`config.mk`:
```
export PLATFORM = sky130hd
export DESIGN_NAME = conv_array_flat
export DESIGN_NICKNAME = d
export VERILOG_FILES = /design/src/rtl/conv_pkg.sv /design/src/rtl/conv_array_if.sv /design/src/rtl/conv_lane.sv /design/src/rtl/conv_array.sv /design/src/flat_wrapper.sv
export SDC_FILE = /design/constraint.sdc
export NUM_CORES = 2
export LEC_CHECK = 0
export CELL_PAD_IN_SITES_DETAIL_PLACEMENT = 0
export CELL_PAD_IN_SITES_GLOBAL_PLACEMENT = 2
export CORE_ASPECT_RATIO = 0.8
export CORE_UTILIZATION = 45
export DETAILED_ROUTE_END_ITERATION = 12
export HOLD_SLACK_MARGIN = 0.12
export MAX_ROUTING_LAYER = met4
export PLACE_DENSITY = 0.91
export SKIP_LAST_GASP = 1
export SYNTH_ARGS = -nofsm -noshare
export SYNTH_HDL_FRONTEND = slang
export SYNTH_SLANG_ARGS = --single-unit
```
`constraint.sdc`:
```
create_clock -name clk -period 8.95 [get_ports clk]
set_clock_uncertainty 0.1 [all_clocks]
set_input_delay 1.3425 -clock clk [delete_from_list [all_inputs] [get_ports clk]]
set_output_delay 1.3425 -clock clk [all_outputs]
set_load 0.02 [all_outputs]
```
`src/rtl/conv_pkg.sv`:
```
// Shared widths, tap indexing and FSM state type for the N-lane 3x3 convolution engine.
package conv_pkg;

  localparam int BITS_IMAGEN   = 8;
  localparam int BITS_DATA     = 13;
  localparam int BITS_COEF     = 8;
  localparam int SHIFT_DEFAULT = 7;
  localparam int ACC_W         = 21;
  localparam int KERNEL_TAPS   = 9;
  localparam int PROD_W        = BITS_IMAGEN + 1 + BITS_COEF;

  typedef enum logic [1:0] {
    IDLE = 2'd0,
    FILL = 2'd1,
    RUN  = 2'd2
  } state_e;

  // Coefficient (r,c) sits at tap 3r+c; c=0 is the oldest column in the window.
  function automatic int idx(input int r, input int c);
    return 3 * r + c;
  endfunction

endpackage

```
`src/rtl/conv_array_if.sv`:
```
// MCU-facing bus of the convolution engine: column/kernel inputs and result outputs.
interface conv_array_if
  import conv_pkg::*;
#(
  parameter int N = 2
);

  logic                               i_sol;
  logic                               i_eol;
  logic                               i_valid;
  logic [3*N*BITS_IMAGEN-1:0]         i_DataConv;
  logic                               i_KernelLoad;
  logic [KERNEL_TAPS*BITS_COEF-1:0]   i_Kernel;
  logic [N*BITS_DATA-1:0]             o_DataConv;
  logic                               o_valid;
  logic                               o_busy;

  modport master (
    output i_sol, i_eol, i_valid, i_DataConv, i_KernelLoad, i_Kernel,
    input  o_DataConv, o_valid, o_busy
  );

  modport slave (
    input  i_sol, i_eol, i_valid, i_DataConv, i_KernelLoad, i_Kernel,
    output o_DataConv, o_valid, o_busy
  );

endinterface

```
`src/rtl/conv_lane.sv`:
```
// One lane: 3x3 sliding window, nine multipliers, product register and sum/shift/reduce register.
// Result reduction saturates when CONV_SATURATE_EN is defined, otherwise wraps.
module conv_lane
  import conv_pkg::*;
#(
  parameter int SHIFT = SHIFT_DEFAULT
)
(
  input  logic                             clk,
  input  logic                             rst,
  input  logic                             shift_i,
  input  logic                             prod_en_i,
  input  logic                             res_en_i,
  input  logic [3*BITS_IMAGEN-1:0]         col_i,
  input  logic [KERNEL_TAPS*BITS_COEF-1:0] kernel_i,
  output logic [BITS_DATA-1:0]             res_o
);

  logic [BITS_IMAGEN-1:0]   win_q  [3][3];
  logic signed [PROD_W-1:0] prod_s [KERNEL_TAPS];
  logic signed [PROD_W-1:0] prod_q [KERNEL_TAPS];
  logic signed [ACC_W-1:0]  acc_s;
  logic signed [ACC_W-1:0]  shifted_s;
  logic [BITS_DATA-1:0]     res_d;
  logic [BITS_DATA-1:0]     res_q;

  // Window shift: column 2 receives the newest pixels, column 0 holds the oldest.
  always_ff @(posedge clk) begin
    if (rst) begin
      for (int c = 0; c < 3; c++) begin
        for (int r = 0; r < 3; r++) begin
          win_q[c][r] <= '0;
        end
      end
    end else if (shift_i) begin
      for (int r = 0; r < 3; r++) begin
        win_q[0][r] <= win_q[1][r];
        win_q[1][r] <= win_q[2][r];
        win_q[2][r] <= col_i[r*BITS_IMAGEN +: BITS_IMAGEN];
      end
    end
  end

  // Pixels are unsigned, so they are zero-extended before the signed multiply.
  always_comb begin
    for (int r = 0; r < 3; r++) begin
      for (int c = 0; c < 3; c++) begin
        prod_s[idx(r, c)] = PROD_W'(signed'({1'b0, win_q[c][r]}))
                          * PROD_W'(signed'(kernel_i[idx(r, c)*BITS_COEF +: BITS_COEF]));
      end
    end
  end

  // Stage 1: product register.
  always_ff @(posedge clk) begin
    if (rst) begin
      for (int t = 0; t < KERNEL_TAPS; t++) begin
        prod_q[t] <= '0;
      end
    end else if (prod_en_i) begin
      prod_q <= prod_s;
    end
  end

  // Adder tree, arithmetic shift and reduction to the result width.
  always_comb begin
    acc_s = '0;
    for (int t = 0; t < KERNEL_TAPS; t++) begin
      acc_s = acc_s + ACC_W'(prod_q[t]);
    end
    shifted_s = acc_s >>> SHIFT;
  end

`ifdef CONV_SATURATE_EN
  localparam logic signed [ACC_W-1:0] SAT_MAX = ACC_W'((2 ** (BITS_DATA - 1)) - 1);
  localparam logic signed [ACC_W-1:0] SAT_MIN = ACC_W'(-(2 ** (BITS_DATA - 1)));

  // Clamp to the signed result range.
  always_comb begin
    if (shifted_s > SAT_MAX) begin
      res_d = SAT_MAX[BITS_DATA-1:0];
    end else if (shifted_s < SAT_MIN) begin
      res_d = SAT_MIN[BITS_DATA-1:0];
    end else begin
      res_d = shifted_s[BITS_DATA-1:0];
    end
  end
`else
  logic [ACC_W-BITS_DATA-1:0] unused_hi_s;
  assign unused_hi_s = shifted_s[ACC_W-1:BITS_DATA];

  // Two's-complement wrap: keep the low result bits.
  always_comb begin
    res_d = shifted_s[BITS_DATA-1:0];
  end
`endif

  // Stage 2: result register, holds its value between results.
  always_ff @(posedge clk) begin
    if (rst) begin
      res_q <= '0;
    end else if (res_en_i) begin
      res_q <= res_d;
    end
  end

  assign res_o = res_q;

endmodule

```
`src/rtl/conv_array.sv`:
```
// N-lane 3x3 convolution engine: line FSM, shared kernel register and lane fan-out.
// Optional CONV_SATURATE_EN selects saturating result reduction in every lane.
module conv_array
  import conv_pkg::*;
#(
  parameter int N     = 2,
  parameter int SHIFT = SHIFT_DEFAULT
)
(
  input logic          clk,
  input logic          rst,
  conv_array_if.slave  bus
);

  state_e                           state_q, state_d;
  logic [1:0]                       cnt_q, cnt_d;
  logic                             accept_s;
  logic                             launch_s;
  logic                             v0_q, v1_q, v2_q;
  logic [KERNEL_TAPS*BITS_COEF-1:0] kernel_q;
  logic [N*BITS_DATA-1:0]           res_s;

  // FSM and column counter registers.
  always_ff @(posedge clk) begin
    if (rst) begin
      state_q <= IDLE;
      cnt_q   <= 2'd0;
    end else begin
      state_q <= state_d;
      cnt_q   <= cnt_d;
    end
  end

  // i_sol overrides the current state; a column in the same cycle counts as the first.
  always_comb begin
    state_d  = state_q;
    cnt_d    = cnt_q;
    accept_s = 1'b0;
    launch_s = 1'b0;
    if (bus.i_sol) begin
      state_d  = FILL;
      cnt_d    = bus.i_valid ? 2'd1 : 2'd0;
      accept_s = bus.i_valid;
    end else begin
      case (state_q)
        IDLE: begin
          state_d = IDLE;
        end
        FILL: begin
          accept_s = bus.i_valid;
          if (bus.i_eol) begin
            state_d = IDLE;
          end else if (bus.i_valid && (cnt_q == 2'd1)) begin
            state_d = RUN;
          end else begin
            state_d = FILL;
          end
          if (bus.i_valid) begin
            cnt_d = (cnt_q == 2'd1) ? 2'd0 : cnt_q + 2'd1;
          end else begin
            cnt_d = cnt_q;
          end
        end
        RUN: begin
          accept_s = bus.i_valid;
          launch_s = bus.i_valid;
          if (bus.i_eol) begin
            state_d = IDLE;
          end else begin
            state_d = RUN;
          end
        end
        default: begin
          state_d = IDLE;
          cnt_d   = 2'd0;
        end
      endcase
    end
  end

  // Kernel loads only while idle so a line never sees a mid-stream coefficient change.
  always_ff @(posedge clk) begin
    if (rst) begin
      kernel_q <= '0;
    end else if (bus.i_KernelLoad && (state_q == IDLE)) begin
      kernel_q <= bus.i_Kernel;
    end
  end

  // Result valid pipeline: window loaded, products registered, result registered.
  always_ff @(posedge clk) begin
    if (rst) begin
      v0_q <= 1'b0;
      v1_q <= 1'b0;
      v2_q <= 1'b0;
    end else begin
      v0_q <= launch_s;
      v1_q <= v0_q;
      v2_q <= v1_q;
    end
  end

  for (genvar k = 0; k < N; k++) begin : g_lane
    conv_lane #(.SHIFT(SHIFT)) u_lane (
      .clk       (clk),
      .rst       (rst),
      .shift_i   (accept_s),
      .prod_en_i (v0_q),
      .res_en_i  (v1_q),
      .col_i     (bus.i_DataConv[3*k*BITS_IMAGEN +: 3*BITS_IMAGEN]),
      .kernel_i  (kernel_q),
      .res_o     (res_s[k*BITS_DATA +: BITS_DATA])
    );
  end

  assign bus.o_DataConv = res_s;
  assign bus.o_valid    = v2_q;
  assign bus.o_busy     = (state_q != IDLE);

endmodule

```
`src/flat_wrapper.sv`:
```
// flat-port wrapper written by rule: the top's interface ports become plain ports
module conv_array_flat import conv_pkg::*;
#(
  parameter int N     = 2,
  parameter int SHIFT = SHIFT_DEFAULT
)
  (clk, rst, bus_i_sol, bus_i_eol, bus_i_valid, bus_i_DataConv, bus_i_KernelLoad, bus_i_Kernel, bus_o_DataConv, bus_o_valid, bus_o_busy);
  conv_array_if #(.N(N)) bus_i ();
  input logic clk;
  input logic rst;
  input wire logic [$bits(bus_i.i_sol)-1:0] bus_i_sol;
  input wire logic [$bits(bus_i.i_eol)-1:0] bus_i_eol;
  input wire logic [$bits(bus_i.i_valid)-1:0] bus_i_valid;
  input wire logic [$bits(bus_i.i_DataConv)-1:0] bus_i_DataConv;
  input wire logic [$bits(bus_i.i_KernelLoad)-1:0] bus_i_KernelLoad;
  input wire logic [$bits(bus_i.i_Kernel)-1:0] bus_i_Kernel;
  output wire logic [$bits(bus_i.o_DataConv)-1:0] bus_o_DataConv;
  output wire logic [$bits(bus_i.o_valid)-1:0] bus_o_valid;
  output wire logic [$bits(bus_i.o_busy)-1:0] bus_o_busy;
  assign bus_i.i_sol = bus_i_sol;
  assign bus_i.i_eol = bus_i_eol;
  assign bus_i.i_valid = bus_i_valid;
  assign bus_i.i_DataConv = bus_i_DataConv;
  assign bus_i.i_KernelLoad = bus_i_KernelLoad;
  assign bus_i.i_Kernel = bus_i_Kernel;
  assign bus_o_DataConv = bus_i.o_DataConv;
  assign bus_o_valid = bus_i.o_valid;
  assign bus_o_busy = bus_i.o_busy;
  conv_array #(.N(N), .SHIFT(SHIFT)) u_core (.clk(clk), .rst(rst), .bus(bus_i));
endmodule
```
==> impl_metrics.tcl <==
set metrics [dict create \
    h-tree-depth 3 \
    num_rows 124 \
    final_hold_viol_count 0 \
    grt_pass1_wl_mm 283 \
    final-max-slew-violation-count 0 \
    die_area_um2 146000 \
    ys_ff_latch 555 \
    setup_ws_ns 3.53 \
    crit_fanout 13 \
    portBuffers 153 \
    hpwl_mm 146 \
    globalplace.congestion 0.951 \
    cp-end-kind "flip-flop" \
    rrSetupSlack_ns 3.53 \
    drc_errors 0 \
    outcome "completed" \
    routed_wl_mm 183 \
    grt_pass1_vias 46730 \
    cellLeakagePower_nw 34.3 \
    synthToLayoutAreaGrowth_pct 8.80 \
    preCtsSetupSlack_ns 3.59 \
    yosys_warnings 0 \
    globalRouteMet2Util 0.366 \
    cts_max_path_buffers 3 \
    drive_gt1_frac 0.0228 \
    switching_share 0.323 \
    grt_util_met1 0.400 \
    ctsResizeCount 0 \
    rsz0062_at_grt "false" \
    final_common_cell "inv_1" \
    synthCells 7056 \
    worstSetupStartpointType "flip-flop" \
    power_frac_comb 0.195 \
    syn_nets 8899 \
    fin_tns_setup_ns 0 \
    busiest_layer "met1" \
    hold_class "flip-flop to flip-flop" \
    routedWlPerCell_um 20.3 \
    maxCapViolations 0 \
    die_w_um 427 \
    n_antenna_cell 0 \
    num-nets-final 8933 \
    p_per_area_nw_per_um2 104 \
    fin_crit_sh 0.606 \
    crit_path_cell_trace "clkinv_1, fa_1, fa_1, inv_1, fa_1, fa_1, ha_1, o21a_1, o21ai_1, a21oi_1, nor2_1, o221ai_1, or4_1, nand4_1" \
    worstSkewPairLatency_ns 0.70 \
    clock_tree.root_cell "clkbuf_16" \
    crit_required_ns 9.47 \
    placed_cells 8907 \
    layout_common_cells "inv_1, fa_1, ha_1" \
    synth_edf_count 144 \
    max_stage_delay_ns 0.72 \
    cts_hold_buf 0 \
    finalCriticalPeriod_ns 5.42 \
    grt_max_degree 83 \
    switchingPower_mw 2.38 \
    die_h_um 342 \
    core_area_um2 143000 \
    crit_arrival_ns 5.94 \
    ir_worst_vdd_mv 0.139 \
    crit_top_cell "fa_1" \
    worstSetupPathType "flip-flop to flip-flop" \
    cts_setup_buffers 0 \
    ys.flop_type "dfxtp_1" \
    fmax_mhz 184 \
    grtUsageTotal 0.264 \
    synth.avg_cell_area_um2 9.21 \
    initial_core_util 0.454 \
    grt_use_met3 0.0459 \
    p_int_mw 4.98 \
    dr.first_iter.drc_count 3370 \
    stdcell_count 9036 \
    crit_family "adder cells" \
    worstMarginPinSlew_ns 1.05 \
    setup_viol 0 \
    vias_per_cell 5.18 \
    ys_seq_area_frac 0.193 \
    clkSinkCount 555 \
    synth_area_um2 65000 \
    cpMaxStageDelayCell "dfxtp_1" \
    fillCellCount 13595 \
    clkSlewWorstSetupHoldPaths_ns 0.06 \
    p_clk_frac 0.412 \
    slew_headroom 0.297 \
    drt_pass1_iterations 5 \
    ios 154 \
    synth.distinct_cells 62 \
    ant_nets 0 \
    cts_tree "yes" \
    pwr-share-seq 0.393 \
    antenna_found_initial 4 \
    async_reset_ff_frac 0 \
    vias 46850 \
    cts_buffers 71 \
    gr-total-overflow 0 \
    path_buf_inv 2 \
    p_total_mw 7.36 \
]
cells in the mapped netlist (16+ instances only):
cell,instances,share of area
inv_1,1394,0.081
fa_1,906,0.28
ha_1,811,0.16
nand2_1,720,0.042
and2_1,702,0.068
dfxtp_1,411,0.13
nor2_1,358,0.021
a21oi_1,261,0.020
clkbuf_1,203,0.012
mux2i_1,164,0.025
nand2b_1,149,0.014
o21ai_0,149,0.011
edfxtp_1,144,0.067
xnor2_1,139,0.019
xor2_1,72,0.0097
nor3_1,46,0.0035
o21a_1,46,0.0053
nor2b_1,34,0.0033
o21bai_1,34,0.0039
nand3_1,33,0.0025
o21ai_1,26,0.0020
a211oi_1,25,0.0029
a21o_1,23,0.0027
or3_1,23,0.0022
nand3b_1,19,0.0022
a22o_1,18,0.0024
nand4_1,18,0.0017
a31oi_1,16,0.0015
power groups by stage:
stage          clock network [mW]  logic, mW  registers, mW
2_1_floorplan                   0       1.06           2.77
3_3_place_gp                    0       1.42           2.94
3_5_place_dp                    0       1.43           2.94
4_1_cts                      3.10       1.45           2.89
5_1_grt                      3.19       1.64           2.91
6_report                     3.03       1.43           2.89
registers in the layout, indices dropped and copies added, names as in the netlist:
name	count
u_core.g_lane.u_lane.win_q	144
u_core.kernel_q	72
u_core.g_lane.u_lane.prod_q	306
u_core.v1_q	1
u_core.bus.o_valid	1
u_core.cnt_q	2
u_core.v0_q	1
u_core.state_q	2
u_core.g_lane.u_lane.res_o	26
layer usage:
layer | vias to the layer above | share of wire | wire [um]
li1 | 21954 | - | -
met1 | 23490 | 0.50 | 91500
met2 | 1227 | 0.41 | 74700
met3 | 179 | 0.072 | 13200
met4 | 0 | 0.020 | 3740
met5 | - | 0 | 0
area by class of cell:
type	count	area, um2	area share
sequential	555	12600	0.178
timing repair buffer	177	1720	0.0243
clock inverter	34	335	0.00474
clock buffer	95	2060	0.0292
tap	1890	2360	0.0335
multi-input combinational	4887	46400	0.656
inverter	1398	5250	0.0742
worst paths after layout:
path,cells past startpoint,endpoint,startpoint
worst min-delay path,2,u_core.cnt_q[1],u_core.cnt_q[1]
worst max-delay path,14,u_core.g_lane[1].u_lane.prod_q[50],u_core.kernel_q[55]
worst max register to register,14,u_core.g_lane[1].u_lane.prod_q[50],u_core.kernel_q[55]
worst min register to register,2,u_core.cnt_q[1],u_core.cnt_q[1]
tightest hold or removal path: cells and delay by family (launching register included):
kind / cells / cell delay [ns]
simple gates: 1 / 0.05
flops: 1 / 0.31
compound gates: 1 / 0.03
kinds of logic after synthesis:
family                   count (synthesis)  synth area share
multiplexers                           164            0.0253
AO/OA/AOI/OAI                          657            0.0607
XOR/XNOR                               211            0.0284
AND/OR/NAND/NOR                       2138             0.164
adder cells (fa/ha/maj)               1717             0.435
buffers and inverters                 1614            0.0933
flip-flops                             555             0.193
metrics by stage:
step / area, um2 / hold slack, ns / util
2_1_floorplan: 65000 / 0.312 / -
3_3_place_gp: 68300 / 0.322 / 0.477
3_5_place_dp: 68300 / 0.326 / 0.477
4_1_cts: 70700 / 0.335 / 0.494
5_1_grt: 70700 / 0.351 / 0.494
6_report: 70700 / 0.336 / 0.494
Power figures use the tool's default switching activity.
